`src/rtl/mii_net_pkg.sv`:
```
// Shared types and constants for the MII transmit FCS path: FSM state encoding,
// frame constants and the bytewise reflected CRC-32 step.
package mii_net_pkg;

    typedef enum logic [1:0] {
        ST_IDLE = 2'd0,
        ST_DATA = 2'd1,
        ST_PAD  = 2'd2,
        ST_FCS  = 2'd3
    } state_e;

    localparam int          FCS_LEN         = 4;
    localparam int          MIN_LEN_DEFAULT = 60;
    localparam logic [31:0] CRC_INIT        = 32'hFFFF_FFFF;
    localparam logic [31:0] CRC_POLY_REFL   = 32'hEDB8_8320;

    // One byte of the LSB-first (reflected) CRC-32 update.
    function automatic logic [31:0] crc32_byte(input logic [31:0] crc, input logic [7:0] data);
        logic [31:0] c;
        c = crc;
        for (int i = 0; i < 8; i++) begin
            c = (c[0] ^ data[i]) ? ((c >> 1) ^ CRC_POLY_REFL) : (c >> 1);
        end
        return c;
    endfunction

endpackage

```
`src/rtl/mii_net_crc32.sv`:
```
// Reflected CRC-32 engine: calc=1 folds a byte into the CRC, calc=0 shifts the
// register right by one byte so byte_o walks through the FCS LSB first.
module mii_net_crc32
    import mii_net_pkg::*;
(
    input  logic       clk_i,
    input  logic       rst_i,
    input  logic       init_i,
    input  logic       calc_i,
    input  logic       valid_i,
    input  logic [7:0] data_i,
    output logic [7:0] byte_o
);

    logic [31:0] crc_q, crc_d, crc_base;

    // init may coincide with valid; the operation then starts from the seed.
    always_comb begin
        crc_base = init_i ? CRC_INIT : crc_q;
        crc_d    = crc_q;
        if (valid_i) begin
            crc_d = calc_i ? crc32_byte(crc_base, data_i) : {8'hFF, crc_base[31:8]};
        end else if (init_i) begin
            crc_d = CRC_INIT;
        end
    end

    always_ff @(posedge clk_i) begin
        if (rst_i) begin
            crc_q <= CRC_INIT;
        end else begin
            crc_q <= crc_d;
        end
    end

    assign byte_o = ~crc_q[7:0];

endmodule

```
`src/rtl/mii_net_tx_fcs.sv`:
```
// Transmit framer between MAC and MII serializer: passes payload through,
// zero-pads short frames to MIN_LEN bytes and appends the 4-byte Ethernet FCS.
module mii_net_tx_fcs
    import mii_net_pkg::*;
#(
    parameter int MIN_LEN = MIN_LEN_DEFAULT
) (
    input  logic       i_clk,
    input  logic       i_reset_n,
    input  logic [7:0] i_data,
    input  logic       i_valid,
    input  logic       i_last,
    output logic       o_ready,
    output logic [7:0] o_data,
    output logic       o_valid,
    output logic       o_last,
    input  logic       i_ready,
    output logic       o_busy,
    output logic       o_frame_done
);

    // Both sides use valid/ready: a byte moves only in a cycle where valid and
    // ready are both high; valid and data never depend on the receiver's ready
    // except in IDLE/DATA, where the block is a zero-latency wire.

    localparam logic [8:0] MIN_LEN_W = 9'(MIN_LEN);

    state_e      state_q, state_d;
    logic [7:0]  cnt_q, cnt_d;
    logic [1:0]  idx_q, idx_d;
    logic [8:0]  cnt_inc;
    logic        fcs_last;
    logic        crc_init, crc_calc, crc_valid;
    logic [7:0]  crc_data, crc_byte;

    assign cnt_inc  = {1'b0, cnt_q} + 9'd1;
    assign fcs_last = (idx_q == 2'(FCS_LEN - 1));
    assign o_busy   = (state_q != ST_IDLE);

    always_comb begin
        state_d      = state_q;
        cnt_d        = cnt_q;
        idx_d        = idx_q;
        o_data       = i_data;
        o_valid      = i_valid;
        o_ready      = i_ready;
        o_last       = 1'b0;
        o_frame_done = 1'b0;
        crc_init     = 1'b0;
        crc_calc     = 1'b0;
        crc_valid    = 1'b0;
        crc_data     = i_data;
        case (state_q)
            ST_IDLE, ST_DATA: begin
                crc_init = (state_q == ST_IDLE);
                if (i_valid && i_ready) begin
                    crc_valid = 1'b1;
                    crc_calc  = 1'b1;
                    if (cnt_inc <= MIN_LEN_W) begin
                        cnt_d = cnt_inc[7:0];
                    end
                    state_d = ST_DATA;
                    if (i_last) begin
                        state_d = (cnt_inc < MIN_LEN_W) ? ST_PAD : ST_FCS;
                    end
                end
            end
            ST_PAD: begin
                o_data   = 8'h00;
                o_valid  = 1'b1;
                o_ready  = 1'b0;
                crc_data = 8'h00;
                if (i_ready) begin
                    crc_valid = 1'b1;
                    crc_calc  = 1'b1;
                    cnt_d     = cnt_inc[7:0];
                    if (cnt_inc >= MIN_LEN_W) begin
                        state_d = ST_FCS;
                    end
                end
            end
            ST_FCS: begin
                o_data  = crc_byte;
                o_valid = 1'b1;
                o_ready = 1'b0;
                o_last  = fcs_last;
                if (i_ready) begin
                    crc_valid = 1'b1;
                    idx_d     = idx_q + 2'd1;
                    if (fcs_last) begin
                        o_frame_done = 1'b1;
                        crc_init     = 1'b1;
                        cnt_d        = 8'd0;
                        idx_d        = 2'd0;
                        state_d      = ST_IDLE;
                    end
                end
            end
            default: state_d = ST_IDLE;
        endcase
    end

    always_ff @(posedge i_clk) begin
        if (!i_reset_n) begin
            state_q <= ST_IDLE;
            cnt_q   <= 8'd0;
            idx_q   <= 2'd0;
        end else begin
            state_q <= state_d;
            cnt_q   <= cnt_d;
            idx_q   <= idx_d;
        end
    end

    mii_net_crc32 u_crc (
        .clk_i   (i_clk),
        .rst_i   (~i_reset_n),
        .init_i  (crc_init),
        .calc_i  (crc_calc),
        .valid_i (crc_valid),
        .data_i  (crc_data),
        .byte_o  (crc_byte)
    );

endmodule

```
`config.mk`:
```
export PLATFORM = sky130hd
export DESIGN_NAME = mii_net_tx_fcs
export DESIGN_NICKNAME = d
export VERILOG_FILES = /design/src/rtl/mii_net_pkg.sv /design/src/rtl/mii_net_crc32.sv /design/src/rtl/mii_net_tx_fcs.sv
export SDC_FILE = /design/constraint.sdc
export NUM_CORES = 1
export LEC_CHECK = 0
export CAP_MARGIN = 20
export CORE_MARGIN = 8
export CORE_UTILIZATION = 59
export DETAILED_ROUTE_END_ITERATION = 12
export PLACE_DENSITY = 0.87
export SYNTH_ARGS = -nofsm -noshare
export SYNTH_HDL_FRONTEND = slang
export SYNTH_SLANG_ARGS = --single-unit
```
`constraint.sdc`:
```
create_clock -name i_clk -period 3.5 [get_ports i_clk]
set_clock_uncertainty 0.05 [all_clocks]
set_input_delay 1.05 -clock i_clk [delete_from_list [all_inputs] [get_ports i_clk]]
set_output_delay 1.05 -clock i_clk [all_outputs]
set_load 0.03 [all_outputs]
```
# After elaboration in Yosys (flattened, before gate mapping)
# Cells that the tools add are included.
[op_classes]
addsub = 2
order_cmp = 3
n_mux = 39
bitwise = 17
n_eq_ne = 10
reduce_logical = 8
[ops]
columns = ["cell", "count"]
rows = [
  ["two-way mux 32 bit", 11],
  ["NOT 13 -> 14 bit", 8],
  ["two-way mux 8 bit", 6],
  ["one-hot mux 8 bit (3 select lines)", 1],
  ["one-hot mux 8 bit (2 select lines)", 1],
  ["two-way mux 2 bit", 7],
  ["inequality test 2 bit (second input constant)", 6],
  ["AND reduction 5 bit", 2],
  ["adder 8 x 1 -> 9 bit (second input constant)", 1],
  ["greater-or-equal comparator 9 x 6 -> 1 bit (second input constant)", 1],
  ["less-or-equal comparator 9 x 6 -> 1 bit (second input constant)", 1],
  ["less-than comparator 9 x 6 -> 1 bit (second input constant)", 1],
  ["two-way mux 1 bit", 9],
  ["NOT 8 bit", 1],
  ["bitwise XOR 1 bit", 8],
  ["equality test 2 bit (second input constant)", 3],
  ["one-hot mux 1 bit (2 select lines)", 3],
  ["one-hot mux 2 bit (3 select lines)", 1],
  ["OR reduction 2 bit", 2],
  ["adder 2 x 1 -> 2 bit (second input constant)", 1],
  ["equality test 2 x 1 -> 1 bit (second input constant)", 1],
  ["zero test 2 bit", 1],
  ["AND reduction 2 bit", 1],
  ["nonzero test 2 bit", 1],
  ["logical AND 1 bit", 1],
]
[totals]
out_inout_bits = 13
inputBits = 13
elab_cells = 83
register_bits = 44

# Longest topological paths before layout
# Gate-level depths: netlist of the first run.
[logic_depth]
depth_word = 23
depth_mapped = 11
depth_no_buf = 9

# Hierarchy
# A second synthesis of the first run with hierarchy kept.
[unflattened]
cells_unflattened = 483
area_unflattened_um2 = 3852.4
[modules_own_cells]
columns = ["module", "area_each_um2", "seq_area_each_um2", "instances", "cells_per_inst"]
rows = [
  ["mii_net_crc32", 2959.1, 640.6, 1, 369],
  ["mii_net_tx_fcs", 893.4, 240.2, 1, 114],
]

# Least setup slack after synthesis of the first run
# No wires, ideal clock.
[synth_timing]
kind = "reg2out"
startpoint = "reg state_q[0]"
endpoint = "out o_data[7]"
stages_incl_launch_ff = 8
t_arrival_ps = 2122
required_time_ps = 2400
n_path_buf = 5
setup_slack_ps = 278
cell_sequence = "dfxtp_1 buf_6 buf_8 clkbuf_1 nand2_1 clkbuf_1 buf_1 o21ai_0"
[synth_between]
elab_chain_cells = 2
word_cells_on_any_way = 3
cone_classes = "2 x eq/ne; 1 x mux"
[synth_rtl]
columns = ["item", "line_no", "source"]
rows = [
  ["start, declared", "mii_net_tx_fcs.sv:28", "state_e state_q, state_d;"],
  ["start signal, assigned", "mii_net_tx_fcs.sv:109", "state_q <= state_d;"],
  ["equality test 2 bit", "mii_net_tx_fcs.sv:53", "case (state_q)"],
  ["one-hot mux 8 bit (2 select lines) (*)", "mii_net_tx_fcs.sv:53", ""],
  ["end, declared", "mii_net_tx_fcs.sv:14", "output logic [7:0] o_data,"],
]
# Mark *: on every way between the ends. The rest lies on a longest branch, timed or not.

# Final worst setup path of the first run
[layout_timing]
startpoint = "in i_data[4]"
endpoint = "reg u_crc.crc_q[18]"
[layout_between]
elab_chain_cells = 10
[layout_rtl]
columns = ["item", "line_no", "source"]
rows = [
  ["start, declared", "mii_net_tx_fcs.sv:10", "input logic [7:0] i_data,"],
  ["two-way mux 8 bit (*)", "mii_net_tx_fcs.sv:53", ""],
  ["bitwise XOR 1 bit (*)", "mii_net_pkg.sv:22", "c = (c[0] ^ data[i]) ? ((c >> 1) ^ CRC_POLY_REFL) : (c >> 1);"],
  ["two-way mux 32 bit (*)", "mii_net_pkg.sv:22", ""],
  ["NOT 13 -> 14 bit (no source line)", "n/a", ""],
  ["two-way mux 32 bit (*)", "mii_net_pkg.sv:22", ""],
  ["NOT 13 -> 14 bit (no source line)", "n/a", ""],
  ["two-way mux 32 bit (*) (2 in a row)", "mii_net_pkg.sv:22", ""],
  ["two-way mux 32 bit (*)", "mii_net_crc32.sv:22", "crc_d = calc_i ? crc32_byte(crc_base, data_i) : {8'hFF, crc_base[31:8]};"],
  ["two-way mux 32 bit (*)", "mii_net_crc32.sv:21", "if (valid_i) begin"],
  ["end signal, assigned", "mii_net_crc32.sv:32", "crc_q <= crc_d;"],
  ["end, declared", "mii_net_crc32.sv:15", "logic [31:0] crc_q, crc_d, crc_base;"],
]
# Marks and branches as above.
# A chain may end at the register's enable or synchronous reset.

==> results of run 1 <==
-- report_power, final --
| part | switching [uW] | internal [uW] | leakage [uW] | total [uW] |
|---|---|---|---|---|
| Combinational | 408 | 364 | 0.00103 | 772 |
| Clock | 185 | 234 | 0.0000614 | 419 |
| Sequential | 33.3 | 540 | 0.000359 | 573 |
| Total | 626 | 1140 | 0.00145 | 1760 |
-- state kept, by name (all words and copies together) (netlist names) --
register / cells
u_crc.crc_q: 32
state_q: 2
idx_q: 2
cnt_q: 8
-- worst reg2reg max path: stages, from the launching register on --
cell and delay (ns):
dfxtp_1 0.49, ha_1 0.28, nand3_1 0.19, a2111o_1 0.39, a21oi_1 0.18, o31a_1 0.19, o21ai_1 0.07, nand2b_1 0.28
or3b_2 0.52, a21boi_1 0.14
-- stage by stage --
| step | setup TNS [ns] | worst slack, ns | utilization [%] | hold slack (ns) |
|---|---|---|---|---|
| after floorplan | 0 | 0.278 | - | 0.415 |
| after global placement | -0.0463 | -0.0463 | 66.8 | 0.425 |
| after detailed placement | -0.115 | -0.115 | 66.8 | 0.429 |
| after CTS | 0 | 0.00419 | 68.9 | 0.451 |
| after global routing | 0 | 0.151 | 69.0 | 0.465 |
| final | 0 | 0.276 | 69.0 | 0.452 |
-- area by class of cell --
class / instances / area (um2)
multi-input cells: 348 / 2410
clock buffers: 6 / 82.6
inverters: 4 / 15.0
repair buffers: 57 / 470
flip-flops and latches: 44 / 881
fillers: 452 / 1790
well taps: 75 / 93.8
clock inverters: 2 / 38.8
-- cell families (layout without fill, tap and decap cells) --
logic type	after synthesis	in the layout	synth area share, %
buffers and inverters	31	69	4.37
AO/OA/AOI/OAI	112	112	23.4
multiplexers	1	1	0.291
AND/OR/NAND/NOR	171	171	25.9
XOR/XNOR	61	61	19.3
flip-flops	44	44	25.6
adder cells (fa/ha/maj)	3	3	1.09
-- Yosys cell counts, drive strengths merged, types with 3 or more instances --
master	number	area [um2]
nor4b	4	35.0
clkbuf	18	67.6
nor3	4	20.0
o31ai	3	22.5
a21oi	36	184
xnor2	34	298
and4b	8	80.1
nor3b	9	67.6
and2	9	56.3
nand2	44	165
ha	3	37.5
o21ai	25	129
dfxtp	44	881
nand3	8	40.0
o22ai	17	106
inv	3	11.3
o211ai	8	161
o2bb2ai	7	61.3
nor2	47	176
and2b	3	22.5
a21boi	3	33.8
xor2	26	344
buf	9	67.6
nor2b	24	150
a31oi	3	18.8
-- cell usage in the layout (no fill, tap or decap), drive strengths merged, types with 8 or more instances in the layout --
cell type and n:
o22ai 17, nor3b 9, dfxtp 44, xor2 26, a21oi 36, and2 9, clkdlybuf4s50 13, nor2b 24
nor2 47, o21ai 25, buf 42, and4b 8, nand2 44, xnor2 34, o211ai 8, nand3 8
-- worst paths after layout --
path	from	to	slack, ns	cells after the start
worst max-delay path	i_data[4]	u_crc.crc_q[18]	0.28	9
worst min-delay path	u_crc.crc_q[30]	u_crc.crc_q[30]	0.45	2
worst min register to register	u_crc.crc_q[30]	u_crc.crc_q[30]	0.45	2
worst max register to register	cnt_q[0]	cnt_q[2]	0.64	9
-- per-layer routing --
layer  GRT usage, %  vias to the layer above  routed length, um
met5              0                        -                  0
met3           3.56                       19                500
met4           7.25                        0                178
met1           27.5                     1523               3990
li1               -                     1545                  -
met2           34.4                       83               4140
==> reports/results.tsv, run 1 <==
metric	value	unit
outcome	finished, final reports clean	
detail_route.drc_violations	0	
synth_net_count	439	
finish.cell_count_without_fillers	536	
ir_drop	0.000266	V
postCtsResizedCells	0	
vias_per_cell	5.91	
grtUsageTotal	21.1	%
via_count	3170	
first_global_vias	3069	
cp_slowest_stage_delay	0.53	ns
synth_edf_count	0	
ys_async_sr_fraction	0	%
n_antenna_cell	0	
cp_data_arrival_time	3.42	ns
min-delay-path-class	flip-flop to flip-flop	
max_freq	0.310	GHz
tightestPinTransition	0.557	ns
htree_num_levels	2	
design.core.area	0.00578	mm2
synthCells	423	
detail_route.wl_per_cell	16.4	um
mapped_cell_area	0.00344	mm2
worst-path-max-fanout	5	
die_x	92.3	um
dieArea	0.00852	mm2
io-pin-count	26	
final-setup-viol-count	0	
antenna_violations_before_repair	0	
cts_num_sinks	44	
ys_seq_elements	44	
placedInstanceArea	0.00386	mm2
post_cts.repair.setup_buffers	0	
layout_min_cycle_time	3.22	ns
critPathLaunchType	input pin	
drv.max_cap_violation_count	0	
yosysWarnings	0	
timing.critical_path.cells	clkdlybuf4s50_1 -> nor2b_1 -> a21oi_1 -> o211ai_2 -> xor2_4 -> xor2_2 -> xnor2_1 -> or4_1 -> nand4_1	
placedCellCount	528	
critPathTopFamily	simple AND/OR/NAND/NOR gates	
placement_rows	28	
postSynth.topFlopCell	dfxtp_1	
yosysUniqueCellTypes	55	
timing.critical_path.to_type	flip-flop	
start_util	59.5	%
tritoncts	done	
cp_data_required_time	3.69	ns
finalHoldViolCount	0	
antenna_left	0	
clock_tree.buffer_depth	2	
wirelength	8.80	mm
grt_pass1_wl	14.8	mm
total_leakage_power	0.00145	uW
syn_to_final_growth	16.0	%
layout.cell_area.non_filler	0.00399	mm2
hold_buffers	0	
fin_crit_sh	92.1	%
drt-initial-drc-count	279	
layout_nets	476	
worstSkewPairLatency	0.30	ns
grt_start_max_net_pins	45	
seq_area_frac_synth	25.6	%
grt_total_ovfl	0	
clkTransAtPathRegs	0.09	ns
drt-pass1-iter-count	4	
slew_headroom	62.9	%
root_buf_cell	clkbuf_8	
gp_routability_congestion	0.944	
die_y	92.3	um
placement.io_buffers	25	
critPathBufInv	1	
cts_buffers	5	
syn-mean-instance-area	8.13	um2
grt_setup_unrepaired	false	
worstSetupPathType	input pin to flip-flop	
maxSlewViolCount	0	
design_power_total	1760	uW
critical-path-slowest-cell	clkdlybuf4s50_1	
hpwl	6.25	mm
power-per-cell-area	442	mW/mm2
final_layout_size_suffix_gt1_share	15.6	%
No activity file was read; power rests on OpenSTA's default activity.
==> run 2, diff against run 1 <==
--- a/config.mk
+++ b/config.mk
@@ -7,9 +7,10 @@
 export LEC_CHECK = 0
 export CAP_MARGIN = 20
 export CORE_MARGIN = 8
-export CORE_UTILIZATION = 59
+export CORE_UTILIZATION = 60
 export DETAILED_ROUTE_END_ITERATION = 12
-export PLACE_DENSITY = 0.87
+export PLACE_DENSITY = 0.88
 export SYNTH_ARGS = -nofsm -noshare
 export SYNTH_HDL_FRONTEND = slang
+export SYNTH_HIERARCHICAL = 1
 export SYNTH_SLANG_ARGS = --single-unit
==> run 2 against run 1 <==
Count of clock-buffer cells in the layout grew 2. Flip-flop and latch count is the same. Combinational power shrank 21%. Clock power shrank 20%. Synthesized cell count grew 14%. Critical path depth shrank 6. Fmax shrank 6.5%. Core utilization grew 1.5 points. Worst hold slack lost 0.037 ns. Final cell count grew 12%. Highest routed layer unchanged.
==> reports/results.tsv, run 2 <==
metric	value	unit
timing.critical_path.to_type	output port	
drt-initial-drc-count	459	
yosys.area.top_type_share	22.9	%
mostFrequentLayoutCell	nor2_1	
beginning_of_the_worst_register_to_register_path	state_q[1]	
grt_setup_unrepaired	false	
grtUsageTotal	25.8	%
post_cts.repair.setup_buffers	0	
startpoint_of_the_worst_setup_timing_path	i_data[2]	
antenna_violations_before_repair	0	
drt-pass1-iter-count	5	
slew_headroom	63.2	%
final_layout_size_suffix_gt1_share	13.6	%
dieArea	0.00924	mm2
worst-path-max-fanout	2	
placement.io_buffers	25	
antenna_left	0	
post-synth-top-area-cell	dfxtp_1	
timing.critical_path.cells	clkdlybuf4s50_1 -> a22o_1 -> clkdlybuf4s50_1	
crit_top_cell	clkdlybuf4s50_1	
yosysWarnings	6	
postSynth.topFlopCell	dfxtp_1	
critical-path-slowest-cell	clkdlybuf4s50_1	
ir_drop	0.000193	V
postCtsResizedCells	0	
largest_reg_flops	32	
synth_net_count	498	
mapped_cell_area	0.00385	mm2
detail_route.wl_per_cell	19.0	um
synth_edf_count	0	
yosysUniqueCellTypes	68	
start_util	61.4	%
grt_start_max_net_pins	29	
clkTransAtPathRegs	0.08	ns
htree_num_levels	2	
layout_min_cycle_time	3.45	ns
worstSetupPathType	input pin to output port	
root_buf_cell	clkbuf_8	
cp_data_arrival_time	2.35	ns
grt_total_ovfl	0	
io-pin-count	26	
layout.cells.most_common_list	nor2_1, dfxtp_1, buf_4, xnor2_1, nand2_1	
place_ws	0.0105	ns
grt_pass1_wl	18.9	mm
final-setup-viol-count	0	
layout.cell_area.non_filler	0.00443	mm2
syn_to_final_growth	14.9	%
placedInstanceArea	0.00434	mm2
placement_rows	29	
n_antenna_cell	0	
hold_buffers	0	
vias_per_cell	6.61	
tightestPinTransition	0.548	ns
total_leakage_power	0.00164	uW
layout_nets	537	
cp_data_required_time	2.40	ns
power-per-cell-area	333	mW/mm2
worst_slack	0.0518	ns
first_global_vias	3788	
drv.max_cap_violation_count	0	
synthCells	483	
cts_buffers	5	
detail_route.drc_violations	0	
design.core.area	0.00628	mm2
tritoncts	done	
via_count	3963	
min-delay-start	idx_q[1]	
yosys.cell_count.top_type	nor2_1	
ys_seq_elements	44	
synth.cells.most_frequent	nor2_1, dfxtp_1, xnor2_1	
die_y	96.1	um
setup_tns	0	ns
synth_area_leaders	dfxtp_1, xnor2_1, xnor3_1	
maxSlewViolCount	0	
finalHoldViolCount	0	
cp_slowest_stage_delay	0.68	ns
max_freq	0.290	GHz
regMostFlops	u_crc/crc_q	
min-delay-path-class	flip-flop to flip-flop	
gp_routability_congestion	1.01	
seq_area_frac_synth	22.9	%
outcome	finished, final reports clean	
ys_async_sr_fraction	0	%
layout.core_utilization	70.5	%
syn-mean-instance-area	7.98	um2
clock_tree.buffer_depth	2	
layout_top_registers	u_crc/crc_q x32, cnt_q x8	
wirelength	11.4	mm
hpwl	8.57	mm
critPathLaunchType	input pin	
design_power_total	1480	uW
fin_crit_sh	98.5	%
die_x	96.1	um
worstSkewPairLatency	0.30	ns
cts_num_sinks	44	
==> run 2: final timing paths <==
path | to | slack (ns) | cells after the start
hold / removal | idx_q[1] | 0.41 | 2
setup reg to reg | u_crc/crc_q[18] | 0.56 | 8
hold reg to reg | idx_q[1] | 0.41 | 2
setup / recovery | o_data[2] | 0.05 | 3
==> run 2: power by group <==
part / internal (uW) / switching [uW]
combinational: 279 / 330
sequential: 514 / 17.1
clock: 161 / 175
total: 954 / 522
==> run 2: layer usage <==
metal / wire length (um) / global-route usage, %
met3: 1060 / 4.06
met1: 4430 / 31.3
met5: 0 / 0
met4: 437 / 12.5
met2: 5450 / 43.4
==> run 2: logic make-up (layout without fill, tap and decap cells) <==
group | count (synthesis) | after routing | share of synthesized area [%]
AO/OA/AOI/OAI | 161 | 161 | 29.4
AND/OR/NAND/NOR | 159 | 159 | 20.3
XOR/XNOR | 65 | 65 | 20.3
buffers and inverters | 51 | 91 | 6.20
flip-flops | 44 | 44 | 22.9
adder cells (fa/ha/maj) | 2 | 2 | 0.649
multiplexers | 1 | 1 | 0.260
==> run 2: per-stage QoR <==
| stage | cells | hold slack (ns) |
|---|---|---|
| after floorplan | 483 | 0.390 |
| after global placement | 592 | 0.400 |
| after detailed placement | 592 | 0.406 |
| after CTS | 600 | 0.418 |
| after global routing | 600 | 0.438 |
| final | 600 | 0.415 |
==> run 2: final cells by class <==
class	count	area [um2]
clock buffers	8	90.1
fillers	489	1850
inverters	18	67.6
multi-input cells	388	2740
flip-flops and latches	44	881
well taps	77	96.3
repair buffers	65	556
==> run 2: critical path: cells and delay by family <==
family | cells | cell delay [ns]
AOI/OAI and AO/OA | 1 | 0.15
buffers and inverters | 2 | 1.15
